File: src/rtl/kf_pkg.sv
// Shared types and constants for the Kalman context scheduler slice.
package kf_pkg;

  localparam int WX_DEF = 16;
  localparam int WP_DEF = 32;
  localparam int WF_X   = 15;
  localparam int WF_P   = 29;
  localparam logic signed [WP_DEF-1:0] ONE_P = 32'sh2000_0000;

  typedef enum logic [1:0] {
    ST_IDLE  = 2'd0,
    ST_ISSUE = 2'd1,
    ST_WAIT  = 2'd2,
    ST_OUT   = 2'd3
  } state_e;

  // Modular add for indices already known to be below n.
  function automatic int wrap_add(input int base, input int off, input int n);
    int s;
    s = base + off;
    return (s >= n) ? (s - n) : s;
  endfunction

endpackage

File: src/rtl/kf_rr_arb.sv
// Round-robin arbiter: first requester at or after the pointer, wrapping.
module kf_rr_arb
  import kf_pkg::*;
#(
  parameter int N_CH = 4,
  parameter int CH_W = 2
) (
  input  logic [N_CH-1:0] req_i,
  input  logic [CH_W-1:0] ptr_i,
  output logic [N_CH-1:0] gnt_o,
  output logic [CH_W-1:0] idx_o,
  output logic            any_o
);

  // Scan from the pointer and keep only the first hit.
  always_comb begin
    gnt_o = '0;
    idx_o = '0;
    any_o = 1'b0;
    for (int k = 0; k < N_CH; k++) begin
      if (!any_o && req_i[wrap_add(int'(ptr_i), k, N_CH)]) begin
        any_o = 1'b1;
        gnt_o[wrap_add(int'(ptr_i), k, N_CH)] = 1'b1;
        idx_o = CH_W'(wrap_add(int'(ptr_i), k, N_CH));
      end else begin
        any_o = any_o;
      end
    end
  end

endmodule

File: src/rtl/kf_ctx_sched.sv
// Time-shares one scalar Kalman update core among N_CH channels, holding
// per-channel x/P/Q/R context and emitting channel-tagged estimates.
module kf_ctx_sched
  import kf_pkg::*;
#(
  parameter int N_CH    = 4,
  parameter int CH_W    = (N_CH > 1) ? $clog2(N_CH) : 1,
  parameter int WX      = WX_DEF,
  parameter int WP      = WP_DEF,
  parameter int TIMEOUT = 64
) (
  input  logic               clk,
  input  logic               rst,
  input  logic [N_CH-1:0]    s_valid,
  output logic [N_CH-1:0]    s_ready,
  input  logic [N_CH*WX-1:0] s_z,
  input  logic               cfg_we,
  input  logic [CH_W-1:0]    cfg_ch,
  input  logic [WX-1:0]      cfg_x0,
  input  logic [WP-1:0]      cfg_P0,
  input  logic [WP-1:0]      cfg_Q,
  input  logic [WP-1:0]      cfg_R,
  output logic               core_req_valid,
  input  logic               core_req_ready,
  output logic [CH_W-1:0]    core_tag,
  output logic [WX-1:0]      core_z,
  output logic [WX-1:0]      core_x,
  output logic [WP-1:0]      core_P,
  output logic [WP-1:0]      core_Q,
  output logic [WP-1:0]      core_R,
  input  logic               core_rsp_valid,
  input  logic [CH_W-1:0]    core_rsp_tag,
  input  logic [WX-1:0]      core_rsp_x,
  input  logic [WP-1:0]      core_rsp_P,
  output logic               m_valid,
  input  logic               m_ready,
  output logic [CH_W-1:0]    m_ch,
  output logic [WX-1:0]      m_x_hat,
  output logic               busy,
  output logic               err_timeout,
  output logic               err_tag
);

  localparam int CNT_W = $clog2(TIMEOUT + 1);

  state_e            state_q, state_d;
  logic [N_CH-1:0]   ctx_ok_q, ctx_ok_d;
  logic [WX-1:0]     ctx_x_q [N_CH];
  logic [WX-1:0]     ctx_x_d [N_CH];
  logic [WP-1:0]     ctx_p_q [N_CH];
  logic [WP-1:0]     ctx_p_d [N_CH];
  logic [WP-1:0]     ctx_qn_q [N_CH];
  logic [WP-1:0]     ctx_qn_d [N_CH];
  logic [WP-1:0]     ctx_rn_q [N_CH];
  logic [WP-1:0]     ctx_rn_d [N_CH];
  logic [CH_W-1:0]   ptr_q, ptr_d, tag_q, tag_d;
  logic [WX-1:0]     z_q, z_d, x_q, x_d;
  logic [WP-1:0]     p_q, p_d, qn_q, qn_d, rn_q, rn_d;
  logic [CNT_W-1:0]  cnt_q, cnt_d;
  logic              cfg_hit_q, cfg_hit_d;
  logic [CH_W-1:0]   m_ch_q, m_ch_d;
  logic [WX-1:0]     m_x_q, m_x_d;
  logic              err_to_q, err_to_d, err_tag_q, err_tag_d;

  logic [N_CH-1:0]   elig_s, arb_gnt_s;
  logic [CH_W-1:0]   arb_idx_s;
  logic              arb_any_s, cfg_in_range_s, hit_now_s, wb_en_s;

  // Channel indices beyond N_CH only exist when N_CH is not a power of two.
  if ((1 << CH_W) > N_CH) begin : g_cfg_chk
    assign cfg_in_range_s = (cfg_ch < CH_W'(N_CH));
  end else begin : g_cfg_all
    assign cfg_in_range_s = 1'b1;
  end

  assign elig_s    = s_valid & ctx_ok_q;
  assign hit_now_s = cfg_we && cfg_in_range_s && (cfg_ch == tag_q);

  kf_rr_arb #(.N_CH(N_CH), .CH_W(CH_W)) u_arb (
    .req_i (elig_s),
    .ptr_i (ptr_q),
    .gnt_o (arb_gnt_s),
    .idx_o (arb_idx_s),
    .any_o (arb_any_s)
  );

  // Next-state, grant, response handling and context update.
  always_comb begin
    state_d   = state_q;
    ptr_d     = ptr_q;
    tag_d     = tag_q;
    z_d       = z_q;
    x_d       = x_q;
    p_d       = p_q;
    qn_d      = qn_q;
    rn_d      = rn_q;
    cnt_d     = cnt_q;
    cfg_hit_d = cfg_hit_q;
    m_ch_d    = m_ch_q;
    m_x_d     = m_x_q;
    err_to_d  = err_to_q;
    err_tag_d = err_tag_q;
    ctx_ok_d  = ctx_ok_q;
    ctx_x_d   = ctx_x_q;
    ctx_p_d   = ctx_p_q;
    ctx_qn_d  = ctx_qn_q;
    ctx_rn_d  = ctx_rn_q;
    s_ready   = '0;
    wb_en_s   = 1'b0;

    case (state_q)
      ST_IDLE: begin
        if (arb_any_s) begin
          s_ready   = arb_gnt_s;
          tag_d     = arb_idx_s;
          z_d       = s_z[int'(arb_idx_s)*WX +: WX];
          x_d       = ctx_x_q[arb_idx_s];
          p_d       = ctx_p_q[arb_idx_s];
          qn_d      = ctx_qn_q[arb_idx_s];
          rn_d      = ctx_rn_q[arb_idx_s];
          ptr_d     = (arb_idx_s == CH_W'(N_CH - 1)) ? '0 : arb_idx_s + CH_W'(1);
          cfg_hit_d = cfg_we && cfg_in_range_s && (cfg_ch == arb_idx_s);
          state_d   = ST_ISSUE;
        end else begin
          state_d = ST_IDLE;
        end
      end
      ST_ISSUE: begin
        cfg_hit_d = cfg_hit_q | hit_now_s;
        if (core_req_ready) begin
          cnt_d   = '0;
          state_d = ST_WAIT;
        end else begin
          state_d = ST_ISSUE;
        end
      end
      ST_WAIT: begin
        cfg_hit_d = cfg_hit_q | hit_now_s;
        if (core_rsp_valid && (core_rsp_tag == tag_q)) begin
          // A configuration write since grant owns the context; still emit.
          wb_en_s = !(cfg_hit_q | hit_now_s);
          m_ch_d  = tag_q;
          m_x_d   = core_rsp_x;
          state_d = ST_OUT;
        end else if (cnt_q == CNT_W'(TIMEOUT - 1)) begin
          err_to_d = 1'b1;
          state_d  = ST_IDLE;
        end else begin
          cnt_d = cnt_q + CNT_W'(1);
        end
      end
      ST_OUT: begin
        if (m_ready) begin
          state_d = ST_IDLE;
        end else begin
          state_d = ST_OUT;
        end
      end
      default: begin
        state_d = ST_IDLE;
      end
    endcase

    if (core_rsp_valid && !((state_q == ST_WAIT) && (core_rsp_tag == tag_q))) begin
      err_tag_d = 1'b1;
    end else begin
      err_tag_d = err_tag_d;
    end

    for (int i = 0; i < N_CH; i++) begin
      if (cfg_we && cfg_in_range_s && (cfg_ch == CH_W'(i))) begin
        ctx_ok_d[i] = 1'b1;
        ctx_x_d[i]  = cfg_x0;
        ctx_p_d[i]  = cfg_P0;
        ctx_qn_d[i] = cfg_Q;
        ctx_rn_d[i] = cfg_R;
      end else if (wb_en_s && (tag_q == CH_W'(i))) begin
        ctx_x_d[i] = core_rsp_x;
        ctx_p_d[i] = core_rsp_P;
      end else begin
        ctx_ok_d[i] = ctx_ok_q[i];
      end
    end
  end

  // State and context registers with synchronous reset.
  always_ff @(posedge clk) begin
    if (rst) begin
      state_q   <= ST_IDLE;
      ctx_ok_q  <= '0;
      ptr_q     <= '0;
      tag_q     <= '0;
      z_q       <= '0;
      x_q       <= '0;
      p_q       <= '0;
      qn_q      <= '0;
      rn_q      <= '0;
      cnt_q     <= '0;
      cfg_hit_q <= 1'b0;
      m_ch_q    <= '0;
      m_x_q     <= '0;
      err_to_q  <= 1'b0;
      err_tag_q <= 1'b0;
      for (int i = 0; i < N_CH; i++) begin
        ctx_x_q[i]  <= '0;
        ctx_p_q[i]  <= '0;
        ctx_qn_q[i] <= '0;
        ctx_rn_q[i] <= '0;
      end
    end else begin
      state_q   <= state_d;
      ctx_ok_q  <= ctx_ok_d;
      ptr_q     <= ptr_d;
      tag_q     <= tag_d;
      z_q       <= z_d;
      x_q       <= x_d;
      p_q       <= p_d;
      qn_q      <= qn_d;
      rn_q      <= rn_d;
      cnt_q     <= cnt_d;
      cfg_hit_q <= cfg_hit_d;
      m_ch_q    <= m_ch_d;
      m_x_q     <= m_x_d;
      err_to_q  <= err_to_d;
      err_tag_q <= err_tag_d;
      for (int i = 0; i < N_CH; i++) begin
        ctx_x_q[i]  <= ctx_x_d[i];
        ctx_p_q[i]  <= ctx_p_d[i];
        ctx_qn_q[i] <= ctx_qn_d[i];
        ctx_rn_q[i] <= ctx_rn_d[i];
      end
    end
  end

  assign core_req_valid = (state_q == ST_ISSUE);
  assign core_tag       = tag_q;
  assign core_z         = z_q;
  assign core_x         = x_q;
  assign core_P         = p_q;
  assign core_Q         = qn_q;
  assign core_R         = rn_q;
  assign m_valid        = (state_q == ST_OUT);
  assign m_ch           = m_ch_q;
  assign m_x_hat        = m_x_q;
  assign busy           = (state_q != ST_IDLE);
  assign err_timeout    = err_to_q;
  assign err_tag        = err_tag_q;

endmodule

File: config.mk
export PLATFORM = sky130hd
export DESIGN_NAME = kf_ctx_sched
export DESIGN_NICKNAME = d
export VERILOG_FILES = /design/src/rtl/kf_pkg.sv /design/src/rtl/kf_rr_arb.sv /design/src/rtl/kf_ctx_sched.sv
export SDC_FILE = /design/constraint.sdc
export NUM_CORES = 2
export LEC_CHECK = 0
export CAP_MARGIN = 20
export CELL_PAD_IN_SITES_DETAIL_PLACEMENT = 0
export CELL_PAD_IN_SITES_GLOBAL_PLACEMENT = 2
export CORE_UTILIZATION = 35
export CTS_CLUSTER_SIZE = 16
export DETAILED_ROUTE_END_ITERATION = 16
export PLACE_DENSITY_LB_ADDON = 0.1
export REMOVE_ABC_BUFFERS = 1
export SYNTH_ARGS = -nofsm -noshare
export SYNTH_HDL_FRONTEND = slang
export SYNTH_SLANG_ARGS = --single-unit
File: constraint.sdc
create_clock -name clk -period 7.1 [get_ports clk]
set_input_delay 1.42 -clock clk [delete_from_list [all_inputs] [get_ports clk]]
set_output_delay 1.42 -clock clk [all_outputs]
set_load 0.05 [all_outputs]
==> out/metrics.csv <==
stage;metric;value;unit
run_status;status;finished clean;
timing;skew final;0.0190;ns
route;First-pass DRT Iterations;5;
logic_synthesis;Synth Flop Type;dfxtp_1;
logic_synthesis;Post-Syn Instances;3474;
logic_synthesis;Synth top area share;43.8;%
route;final WL;110000;um
pwr;static leakage;0.0121;uW
critical_path;slowest CP cell;clkdlybuf4s50_1;
logic_synthesis;Seq/Total Area, Yosys;43.8;%
critical_path;Worst Path Required;5.68;ns
grt;largest net degree at the start of global routing;181;
timing;Tmin final;5.50;ns
clock_network;total clock sinks;614;
cells_and_area;fin cells;4743;
placed_design;Final Wtd Congestion;0.843;
pwr;Switching Fraction;28.2;%
logic_synthesis;Ys Warns;0;
clock_network;H-Tree Depth;3;
route;Post-route DRC;0;
die;Starting Density;35.5;%
critical_path;CP endpoint kind;output pin;
run;Max-cap violations;0;
grt;first-pass GRT wire length;165000;um
logic_synthesis;Post-Synthesis Cell Area;28100;um^2
clock_network;clock-pin transition on the worst setup and hold timing paths;0.06;ns
route;drt initial violations;1683;
critical_path;max incr delay on CP;0.72;ns
timing;hold_ws;0.450;ns
grt;vias in the first global route;26312;
die;Die H;285;um
logic_synthesis;number of flops mapped to enable cells by yosys;0;
logic_synthesis;async set-reset flop share out of synthesis;0;%
placed_design;Placed Cells;4614;
route;DR vias/cell;5.65;
timing;worst slew pin tran;1.07;ns
die;Die W;285;um
pwr;Pint;6070;uW
critical_path;critical-path cell list;clkdlybuf4s50_1 > nand2_1 > mux4_2 > o311a_1 > a222oi_1 > a21oi_1 > clkdlybuf4s50_1;
placed_design;number of buffers added on ports;394;
critical_path;critical path class;in -> out;
die;core area;79100;um^2
die;die area;81300;um^2
pwr;Peak supply drop;0.217;mV
timing;final setup fails;0;
critical_path;critical path's top delay family;buffers and inverters;
clock_network;clk_lat worst skew;0.62;ns
cells_and_area;share of cells above drive strength 1;4.74;%
timing;Max Freq;182;MHz
cells_and_area;# nets final;3891;
timing;Final Cycle Share;77.4;%
clock_network;Post-CTS Setup Inserts;0;
pwr;NetSw;2380;uW
clock_network;# hold bufs at CTS;0;
critical_path;CP Buf/Inv Count;2;
critical_path;Crit Path Max Fanout;5;
clock_network;clock buffer depth;3;
grt;antenna violations before repair;15;
logic_synthesis;Synth Area per Inst;8.08;um^2
pwr;logic gate share of total power;13.7;%
clock_network;CTS buffer count;74;
critical_path;Arr. time, crit path;4.08;ns
die;Rows;103;
worst_hold_path;Hold WC Path Type;reg -> reg;
timing;RSZ-0062 raised after global routing;no;
route;via count;26796;
pwr;sequential power share;43.3;%
timing;Slew headroom;28.7;%
placed_design;half-perimeter wire length after detailed placement;58500;um
cells_and_area;Synth-to-Final Area Change;23.8;%
pwr;Cell Pwr Density;243;nW/um^2
logic_synthesis;synth top area cells;dfxtp_1 44%, nand2_1 14%, a311oi_1 6.0%;
route;antenna-violating nets left;0;
die;# IOs;395;
critical_path;most frequent cell on the critical path;clkdlybuf4s50_1;
route;post-DR wirelength/cell;23.2;um
timing;Final Hold Viols;0;
logic_synthesis;Netlist cell types;57;
logic_synthesis;register bit total from synthesis;614;
timing;fin. max-slew vios;0;
clock_network;Root Buffer;clkbuf_16;
grt;gr usage total;26.2;%
clock_network;CTS tree;built;
logic_synthesis;largest area contributor in the netlist;dfxtp_1;
grt;total gr overflow;0;
clock_network;CTS resizes;0;
pwr;clock share of power;43.0;%
critical_path;crit start category;input port;
==> stage by stage <==
| step | instance area (um^2) | total power [uW] | setup WS, ns | utilization (%) | setup TNS [ns] |
|---|---|---|---|---|---|
| after floorplan | 26600 | 4320 | -10.29 | - | -1473.22 |
| after global placement | 32500 | 4860 | 1.70 | 41.0 | 0 |
| after detailed placement | 32500 | 4890 | 1.64 | 41.0 | 0 |
| after CTS | 34700 | 8540 | 1.63 | 43.9 | 0 |
| after global routing | 34700 | 8770 | 1.51 | 43.9 | 0 |
| final | 34700 | 8440 | 1.60 | 43.9 | 0 |
==> layout by cell type (no fill, tap or decap), types with 3 or more instances in the layout <==
cell             netlist  final
nor2_4                 1      5
clkbuf_1             243     22
nand2_1             1045   1045
nand4_1                5      5
nor3_1                 4      4
nand2b_1               5      5
clkbuf_8               0     15
ha_1                  13     13
diode_2                0      3
nor2_1               237    233
buf_12                 0     17
clkbuf_16              0     75
o41ai_4                4      4
clkdlybuf4s50_1        0    393
buf_4                 22     23
o211ai_1             129    129
clkinv_2               0      8
xor2_1                 6      6
a31oi_1                3      3
a311oi_1             193    193
nand3_1               10      8
a21oi_1              272    272
inv_6                  0      4
inv_1                  7      7
mux2i_1              144    144
o21a_1               128    128
a222oi_1               4      4
nor3b_1              131    130
dfxtp_1              614    614
o221ai_1             128    128
or2_4                  0      3
and2_1                 6      6
o21ai_0                3      3
==> routing by layer <==
layer / track usage (%) / vias to the layer above / share of wire [%]
met1: 32.9 / 13176 / 43
met3: 4.72 / 200 / 6.0
met4: 8.24 / 24 / 2.6
met5: 0 / - / 0.15
met2: 45.1 / 830 / 48
li1: - / 12566 / -
==> power groups by stage <==
stage	clock (uW)	combinational (uW)	sequential (uW)
after floorplan	0	527	3790
after global placement	0	1140	3720
after detailed placement	0	1160	3730
after CTS	3720	1160	3650
after global routing	3870	1240	3670
final	3630	1160	3650
==> Yosys cell counts, types with 3 or more instances <==
cell type  count
nand2_1     1045
dfxtp_1      614
a21oi_1      272
clkbuf_1     243
nor2_1       237
a311oi_1     193
mux2i_1      144
nor3b_1      131
o211ai_1     129
o21a_1       128
o221ai_1     128
buf_2         65
buf_4         22
ha_1          13
buf_1         12
nand3_1       10
inv_1          7
and2_1         6
xor2_1         6
nand2b_1       5
nand4_1        5
a222oi_1       4
nor3_1         4
o41ai_4        4
a22oi_1        3
a31oi_1        3
o21ai_0        3
or2_2          3
==> path summary, 6_finish.rpt <==
path                                   from                   endpoint  slack (ns)  cells after the start
setup / recovery                 s_valid[2]                 s_ready[0]        1.60                      7
hold / removal    ctx_rn_q[40]$_SDFFE_PP0P_  ctx_rn_q[40]$_SDFFE_PP0P_        0.45                      2
setup reg to reg      ptr_q[0]$_SDFFE_PP0P_    core_R[17]$_SDFFE_PP0P_        2.83                      9
hold reg to reg   ctx_rn_q[40]$_SDFFE_PP0P_  ctx_rn_q[40]$_SDFFE_PP0P_        0.45                      2
==> final cells by class <==
| cell class | count | area, um^2 |
|---|---|---|
| antenna | 3 | 7.51 |
| clock buffer | 112 | 2170 |
| clock inverter | 14 | 108 |
| fill | 7798 | 44400 |
| inverter | 8 | 32.5 |
| multi-input combinational | 2508 | 14400 |
| sequential | 614 | 12300 |
| tap | 1050 | 1310 |
| timing repair buffer | 434 | 4460 |
==> flip-flops by register name (all words and copies together) (netlist names), 4 cells and up <==
signal,cells
ctx_x_q,64
ctx_rn_q,128
ctx_p_q,128
ctx_ok_q,4
ctx_qn_q,128
core_P,32
core_x,16
core_z,16
core_R,32
core_Q,32
m_x_hat,16
cnt_q,7
==> worst reg2reg max path: stages (launching register included) <==
cell      delay (ns)
dfxtp_1         0.73
inv_4           0.15
ha_1            0.42
and2_1          0.21
a221o_1         0.38
a21oi_4         0.31
or2_4           0.87
buf_4           0.66
mux2i_1         0.29
o211ai_1        0.10
==> kinds of logic after synthesis <==
group | Yosys count | synth area share [%]
muxes | 146 | 5.30
xor gates and xnor gates | 8 | 0.250
DFF | 614 | 43.8
buffers and inverters | 352 | 5.36
adders and majority gates | 13 | 0.580
AOI/OAI and AO/OA | 880 | 22.9
and+or+nand+nor | 1461 | 21.8
Note: power is estimated with default switching activity, not from simulation.
